<file path="src/rtl/fetch_pkg.sv">
// Shared types and constants for the fetch/program-flow stage: FSM encoding,
// default widths and the absolute branch-target table.
package fetch_pkg;

  localparam int DEF_PC_W  = 10;
  localparam int DEF_LUT_W = 5;
  localparam int DEF_CNT_W = 16;

  localparam logic [1:0] ST_IDLE = 2'd0;
  localparam logic [1:0] ST_RUN  = 2'd1;
  localparam logic [1:0] ST_DONE = 2'd2;

  typedef enum logic [1:0] {
    IDLE = ST_IDLE,
    RUN  = ST_RUN,
    DONE = ST_DONE
  } state_t;

  // Absolute BLTE/BGTE targets, indexed by the decoder's BrIdx field.
  localparam logic [DEF_PC_W-1:0] BR_TARGETS [0:(1<<DEF_LUT_W)-1] = '{
    1:       10'd12,
    3:       10'd40,
    default: 10'd0
  };

endpackage

</file>
<file path="src/rtl/fetch_ctrl_br_lut.sv">
// Combinational branch-target ROM: maps a table index to an absolute PC.
module br_lut
  import fetch_pkg::*;
#(
  parameter int PC_W  = DEF_PC_W,
  parameter int LUT_W = DEF_LUT_W
) (
  input  logic [LUT_W-1:0] i_idx,
  output logic [PC_W-1:0]  o_target
);

  assign o_target = PC_W'(BR_TARGETS[i_idx]);

endmodule

</file>
<file path="src/rtl/fetch_ctrl.sv">
// Program counter and IDLE/RUN/DONE sequencing for the 8-bit core, with the
// Start/Done handshake toward the test harness.
module fetch_ctrl
  import fetch_pkg::*;
#(
  parameter int PC_W  = DEF_PC_W,
  parameter int LUT_W = DEF_LUT_W,
  parameter int CNT_W = DEF_CNT_W
) (
  input  logic             Clk,
  input  logic             Reset,
  input  logic             Start,
  input  logic [PC_W-1:0]  StartAddr,
  input  logic             Halt,
  input  logic             BrValid,
  input  logic             Jen,
  input  logic [LUT_W-1:0] BrIdx,
  input  logic             Stall,
  output logic [PC_W-1:0]  PC,
  output logic             Run,
  output logic             Done,
  output logic [CNT_W-1:0] CycCnt,
  output logic             Err,
  output logic [1:0]       o_dbg_state
);

  state_t           r_state;
  logic [PC_W-1:0]  r_pc;
  logic [CNT_W-1:0] r_cnt;
  logic             r_err;
  logic [PC_W-1:0]  w_target;
  logic             w_pc_last;
  logic             w_cnt_max;

  br_lut #(
    .PC_W  (PC_W),
    .LUT_W (LUT_W)
  ) u_br_lut (
    .i_idx    (BrIdx),
    .o_target (w_target)
  );

  assign w_pc_last = &r_pc;
  assign w_cnt_max = &r_cnt;

  // Handshake: Start is a single-cycle request honoured only in IDLE or DONE
  // (ignored in RUN); Run/Done follow one cycle later and Done holds until
  // the next accepted Start.
  always_ff @(posedge Clk) begin
    if (Reset) begin
      r_state <= IDLE;
      r_pc    <= '0;
      r_cnt   <= '0;
      r_err   <= 1'b0;
    end else begin
      case (r_state)
        IDLE, DONE: begin
          if (Start) begin
            r_state <= RUN;
            r_pc    <= StartAddr;
            r_cnt   <= '0;
            r_err   <= 1'b0;
          end
        end
        RUN: begin
          if (!w_cnt_max) r_cnt <= r_cnt + 1'b1;
          if (Stall) begin
            r_pc <= r_pc;
          end else if (Halt) begin
            r_state <= DONE;
          end else if (BrValid && Jen) begin
            r_pc <= w_target;
          end else if (w_pc_last) begin
            // Running off the top of memory ends the program rather than wrapping.
            r_err   <= 1'b1;
            r_state <= DONE;
          end else begin
            r_pc <= r_pc + 1'b1;
          end
        end
        default: r_state <= IDLE;
      endcase
    end
  end

  assign PC          = r_pc;
  assign Run         = (r_state == RUN);
  assign Done        = (r_state == DONE);
  assign CycCnt      = r_cnt;
  assign Err         = r_err;
  assign o_dbg_state = r_state;

endmodule

</file>
<file path="config.mk">
export PLATFORM = sky130hd
export DESIGN_NAME = fetch_ctrl
export DESIGN_NICKNAME = d
export VERILOG_FILES = /design/src/rtl/fetch_pkg.sv /design/src/rtl/fetch_ctrl_br_lut.sv /design/src/rtl/fetch_ctrl.sv
export SDC_FILE = /design/constraint.sdc
export NUM_CORES = 1
export LEC_CHECK = 0
export ABC_CLOCK_PERIOD_IN_PS = 3400
export CELL_PAD_IN_SITES_DETAIL_PLACEMENT = 0
export CELL_PAD_IN_SITES_GLOBAL_PLACEMENT = 2
export CORE_ASPECT_RATIO = 0.9
export CORE_MARGIN = 2
export CORE_UTILIZATION = 28
export DETAILED_ROUTE_END_ITERATION = 8
export PLACE_DENSITY = 0.85
export SLEW_MARGIN = 20
export SYNTH_ARGS = -nofsm -noshare
export SYNTH_HDL_FRONTEND = slang
export SYNTH_SLANG_ARGS = --single-unit
</file>
<file path="constraint.sdc">
create_clock -name Clk -period 3.4 [get_ports Clk]
set_clock_uncertainty 0.1 [all_clocks]
set_input_delay 0.34 -clock Clk [delete_from_list [all_inputs] [get_ports Clk]]
set_output_delay 0.34 -clock Clk [all_outputs]
set_load 0.05 [all_outputs]
</file>
==> flow_summary.ini, run 1 <==
[status]
status = finished, final reports clean

[timing]
slew_viol_final = 0
hold_viol = 0
finalCritPeriodShare = 0.688
finalSetupTns_ns = 0
tightest_slew_ns = 0.889
grt_setup_unrepaired = no
setup_viol = 0
period_minus_slack_ns = 2.34
max_freq_ghz = 0.428
maxSlewHeadroom = 0.402

[synth]
syn_area_per_cell_um2 = 8.29
synth_edf_count = 0
synth_xor_area_frac = 0
synth_fa_ha_area_frac = 0.0145
synth_warnings = 0
postSynthCellCount = 208
syn_area_mm2 = 0.00172
synth.distinct_cells = 54
synth_top_family_by_area = compound AO/OA/AOI/OAI gates
synth-simple-area-share = 0.283
ys_seq_area_frac = 0.337
synth-compound-area-share = 0.300
async_flop_share = 0
syn_nets = 232
synth_ff_type = dfxtp_1
ys_ff_latch = 29
synth.area.mux_share = 0.0174

[routing]
drt_pre_antenna_iters = 4
num_vias = 1905
routedWlPerCell_um = 16.3
routed_wl_um = 5420
first_iter_violations = 98
vias_per_cell = 5.72
drc = 0
antenna_left = 0

[grt]
grt_use_total = 0.162
antenna_found_initial = 0
grt_overflow_total = 0
grt_pass1_wl_um = 8880
grt_pass1_vias = 1848
grt_max_degree = 19

[cts]
clkLatencyLatePin_ns = 0.28
cts_hold_buf = 0
clk_root_buffer_cell = clkbuf_8
clock_sinks = 29
cts_buffers = 5
cts_setup_buffers = 0
ctsHtreeMaxLevel = 2
cts_resized = 0
cts_tree = built
path_clk_slew_ns = 0.07
cts_max_path_buffers = 2

[floorplan]
die_w_um = 86.7
die_area_mm2 = 0.00680
core_mm2 = 0.00605
rows = 27
dieHeight_um = 78.4
ios = 53
start_util = 0.285

[cells_and_area]
drive_above_1_share = 0.0766
antenna_cells = 0
syn_to_final_growth_pct = 38.3
instances_no_fill = 333
fin_nets = 284

[power]
leakagePower_nw = 0.744
power.density_mw_per_mm2 = 364
ir_worst_vdd_mv = 0.143

[placement]
dp_hpwl_um = 3830
globalplace.congestion = 0.790
dp.cells = 325
portBuffers = 52

[worst_setup_path]
endpoint_kind = output port
critPathRequiredTime_ns = 2.96
arrival_ns = 1.90
worstSetupStartpointType = flip-flop
setup.worst_path.class = flip-flop to output port
crit_path_max_fanout = 9

[run]
maxCapViolCount = 0

[worst_hold_path]
hold_path_class = flip-flop to flip-flop
## sequential cells by signal (all words and copies together), names as in the netlist
signal,count
PC,10
Err,1
CycCnt,16
o_dbg_state,2
## layout make-up
type                            count  area [um^2]
Clock buffer                        6         72.6
Fill cell                         630         3660
Timing Repair Buffer               54          536
Inverter                            9         36.3
Tap cell                           72         90.1
Sequential cell                    29          581
Clock inverter                      2         10.0
Multi-Input combinational cell    161         1060
## path summary, 6_finish.rpt
kind / startpoint / cells after the start / slack (ns) / to
setup reg to reg: PC[1] / 5 / 1.11 / PC[2]
hold reg to reg: Err / 2 / 0.40 / Err
hold / removal: Err / 2 / 0.40 / Err
setup / recovery: o_dbg_state[0] / 3 / 1.06 / Run
## cell usage after synthesis (4+ instances only)
cell | count | share of area
nor2_1 | 7 | 0.015
nand4_1 | 9 | 0.033
nand2_1 | 21 | 0.046
clkbuf_1 | 5 | 0.011
o21ai_0 | 11 | 0.032
nand2b_1 | 4 | 0.015
nand3_1 | 5 | 0.015
o31ai_1 | 7 | 0.030
or4_1 | 8 | 0.035
nor4_1 | 5 | 0.018
or3_1 | 5 | 0.018
dfxtp_1 | 29 | 0.34
a21oi_1 | 16 | 0.046
nor3_1 | 5 | 0.015
inv_1 | 8 | 0.017
## routing by layer
layer	part of all wire	vias to the layer above	wire, um	GRT usage
met1	0.48	893	2610	0.213
met5	0	-	0	0
met4	0.0076	0	41	0.0547
met2	0.45	68	2440	0.259
met3	0.059	4	322	0.0389
li1	-	940	-	-
## critical path: stages, from the launching register on
cell             delay [ns]
dfxtp_1                0.50
nand2b_1               0.17
inv_4                  0.14
clkdlybuf4s50_1        0.81
## through the flow
step | hold slack [ns] | area, um^2 | setup WS [ns] | power, mW | utilization
floorplan | 0.394 | 1720 | 1.17 | 0.511 | -
global placement | 0.382 | 2300 | 0.961 | 0.593 | 0.381
detailed placement | 0.377 | 2300 | 0.917 | 0.593 | 0.381
CTS | 0.394 | 2380 | 1.05 | 0.873 | 0.394
global route | 0.424 | 2380 | 0.944 | 0.903 | 0.394
finish | 0.398 | 2380 | 1.06 | 0.868 | 0.394
## where the power goes
| group | switching (mW) | total, mW | internal [mW] |
|---|---|---|---|
| logic | 0.128 | 0.210 | 0.0816 |
| registers | 0.0220 | 0.376 | 0.354 |
| clock network | 0.140 | 0.282 | 0.142 |
| total | 0.290 | 0.868 | 0.577 |
## layout by cell type, fill, tap and decap left out, types with 2 or more instances in the layout
cell and n:
nor2_1 7, a311oi_1 3, o311a_1 2, a222oi_1 2
nand3b_1 2, and4_1 3, a22oi_1 3, or2_2 2
buf_4 2, or4_1 8, mux2i_1 3, a21oi_1 16
a31oi_1 2, inv_1 8, or3_1 5, o221a_2 2
dfxtp_1 29, nand3_1 5, o21ai_0 11, nand4_1 9
a21boi_0 2, nor3_1 5, o31ai_1 7, clkinv_2 2
o41ai_1 2, a211oi_1 2, o31a_1 2, a211o_1 2
nand2b_1 4, clkbuf_8 5, clkdlybuf4s50_1 52, nor4_1 5
ha_1 2, o32ai_1 2, nor4b_1 2, nand2_1 21
a21bo_2 2
## logic make-up after synthesis
family	after synthesis
adder cells (fa/ha/maj)	2
flip-flops	29
multiplexers	3
buffers and inverters	18
AND/OR/NAND/NOR	85
AO/OA/AOI/OAI	71
(Power assumes the default switching activity.)
==> run 2, diff against run 1 <==
ABC_CLOCK_PERIOD_IN_PS = 2300   (was 3400)
CORE_UTILIZATION = 26   (was 28)
PLACE_DENSITY = 0.79   (was 0.85)
clock period = 2.3 ns   (was 3.4 ns; I/O delays follow)
==> run 2 against run 1 <==
Compared with the run above:
- setup slack got worse by 0.85 ns
- clock-buffer cell count rose by 1
- worst hold slack got worse by 0.0057 ns
- sequential share of layout area fell by 1.7 points
- clock power rose by 97%
- global-route usage fell by 0.52 points
- combinational power rose by 66%
- first-iteration DRC count fell by 5.1%
- highest routed layer unchanged
- via count rose by 2.1%
- wire length rose by 5.8%
- core utilization rose by 0.080 points
==> flow_summary.ini, run 2 (same netlist as run 1, synthesis figures left out) <==
[timing]
tightest_slew_ns = 0.540
fin_ws_ns = 0.210
maxSlewHeadroom = 0.635
max_freq_ghz = 0.478
finalSetupTns_ns = 0
grt_setup_unrepaired = no
slew_viol_final = 0
setup_viol = 0
hold_viol = 0
period_minus_slack_ns = 2.09
finalCritPeriodShare = 0.909
hold_ws_ns = 0.392

[grt]
grt_pass1_wl_um = 9200
grt_use_total = 0.157
grt_pass1_vias = 1811
busiest_layer = met2
grt_max_degree = 16
gr-usage-met2 = 0.264
antenna_found_initial = 0
grt_use_met1 = 0.204
grtUsageMet3 = 0.0371
grt_overflow_total = 0

[placement]
dp.cells = 356
pre_cts_slack_ns = 0.203
globalplace.congestion = 0.809
dp_hpwl_um = 4280
portBuffers = 52

[worst_hold_path]
hold_path_class = flip-flop to flip-flop
min-delay-start = Err
min_to = Err
hold_depth = 2

[worst_setup_path]
crit_path_start = PC[1]
endpoint_kind = flip-flop
crit_family = compound AO/OA/AOI/OAI gates
max_stage_delay_ns = 0.54
crit_path_max_fanout = 7
critPathBufInv = 0
rr_startpoint = PC[1]
critPathRequiredTime_ns = 2.36
setup.worst_path.class = flip-flop to flip-flop
r2r-end = PC[2]
arrival_ns = 2.15
rrSetupSlack_ns = 0.21
path_cells = ha_1 -> nand4_1 -> o32ai_2 -> nand2_1 -> a32o_1
r2r.worst_path.cells = 5
crit_slowest_cell = o32ai_2
worstSetupStartpointType = flip-flop

[cells_and_area]
antenna_cells = 0
largest_register_ffs = 16
layout_common_cells = 51 x clkdlybuf4s50_1, 29 x dfxtp_1, 21 x nand2_1
instances_no_fill = 364
drive_above_1_share = 0.124
fin_nets = 297
multiInputGateArea_mm2 = 0.00106
syn_to_final_growth_pct = 48.5
n_fill_cell = 668
mostFrequentLayoutCell = clkdlybuf4s50_1
register_area_um2 = 581

[run]
maxCapViolCount = 0

[status]
status = finished, final reports clean

[floorplan]
core_mm2 = 0.00648
dieHeight_um = 81.3
rows = 28
die_w_um = 89.8
die_area_mm2 = 0.00730
start_util = 0.266
ios = 53

[cts]
clkLatencyLatePin_ns = 0.28
clk_root_buffer_cell = clkbuf_8
cts_max_path_buffers = 2
cts_resized = 0
path_clk_slew_ns = 0.07
clock_sinks = 29
cts_hold_buf = 0
ctsHtreeMaxLevel = 2
cts_buffers = 5
cts_tree = built
cts_setup_buffers = 0

[routing]
vias_per_cell = 5.34
drt_pre_antenna_iters = 4
routedWlPerCell_um = 15.7
num_vias = 1945
first_iter_violations = 93
routed_wl_um = 5730
antenna_left = 0
drc = 0

[power]
leakagePower_nw = 0.831
ir_worst_vdd_mv = 0.253
power.density_mw_per_mm2 = 568
## run 2: final cells by class
type | count | area share
flip-flops and latches | 29 | 0.227
repair buffers | 67 | 0.256
clock inverters | 1 | 0.0117
inverters | 9 | 0.0142
multi-input cells | 161 | 0.414
clock buffers | 7 | 0.0337
well taps | 90 | 0.0440
## run 2: tightest hold or removal path, stage by stage, from the launching register on
cell and delay (ns):
dfxtp_1 0.33, a41oi_1 0.05, nor2_1 0.08
## run 2: power breakdown
part / total [mW] / switching [mW] / internal [mW]
clock network: 0.555 / 0.202 / 0.353
registers: 0.551 / 0.0280 / 0.523
logic: 0.349 / 0.204 / 0.145
total: 1.46 / 0.434 / 1.02
## run 2: stage by stage
| stage | power (mW) | cell area [um^2] | util |
|---|---|---|---|
| 3_5_place_dp | 0.910 | 2440 | 0.377 |
| 3_3_place_gp | 0.913 | 2440 | 0.377 |
| 2_1_floorplan | 0.756 | 1720 | - |
| 5_1_grt | 1.51 | 2560 | 0.395 |
| 6_report | 1.46 | 2560 | 0.395 |
| 4_1_cts | 1.47 | 2560 | 0.395 |
## run 2: worst max path at each step
stage | end | cells after the start
after floorplan | PC[2] | 5
after global placement | CycCnt[3] | 5
after detailed placement | PC[2] | 6
after CTS | Done | 3
after global routing | PC[6] | 5
final | PC[2] | 5
## run 2: layer usage
layer	up-vias	share of wire
met4	0	0.010
li1	964	-
met1	910	0.48
met3	6	0.049
met2	65	0.46
met5	-	0
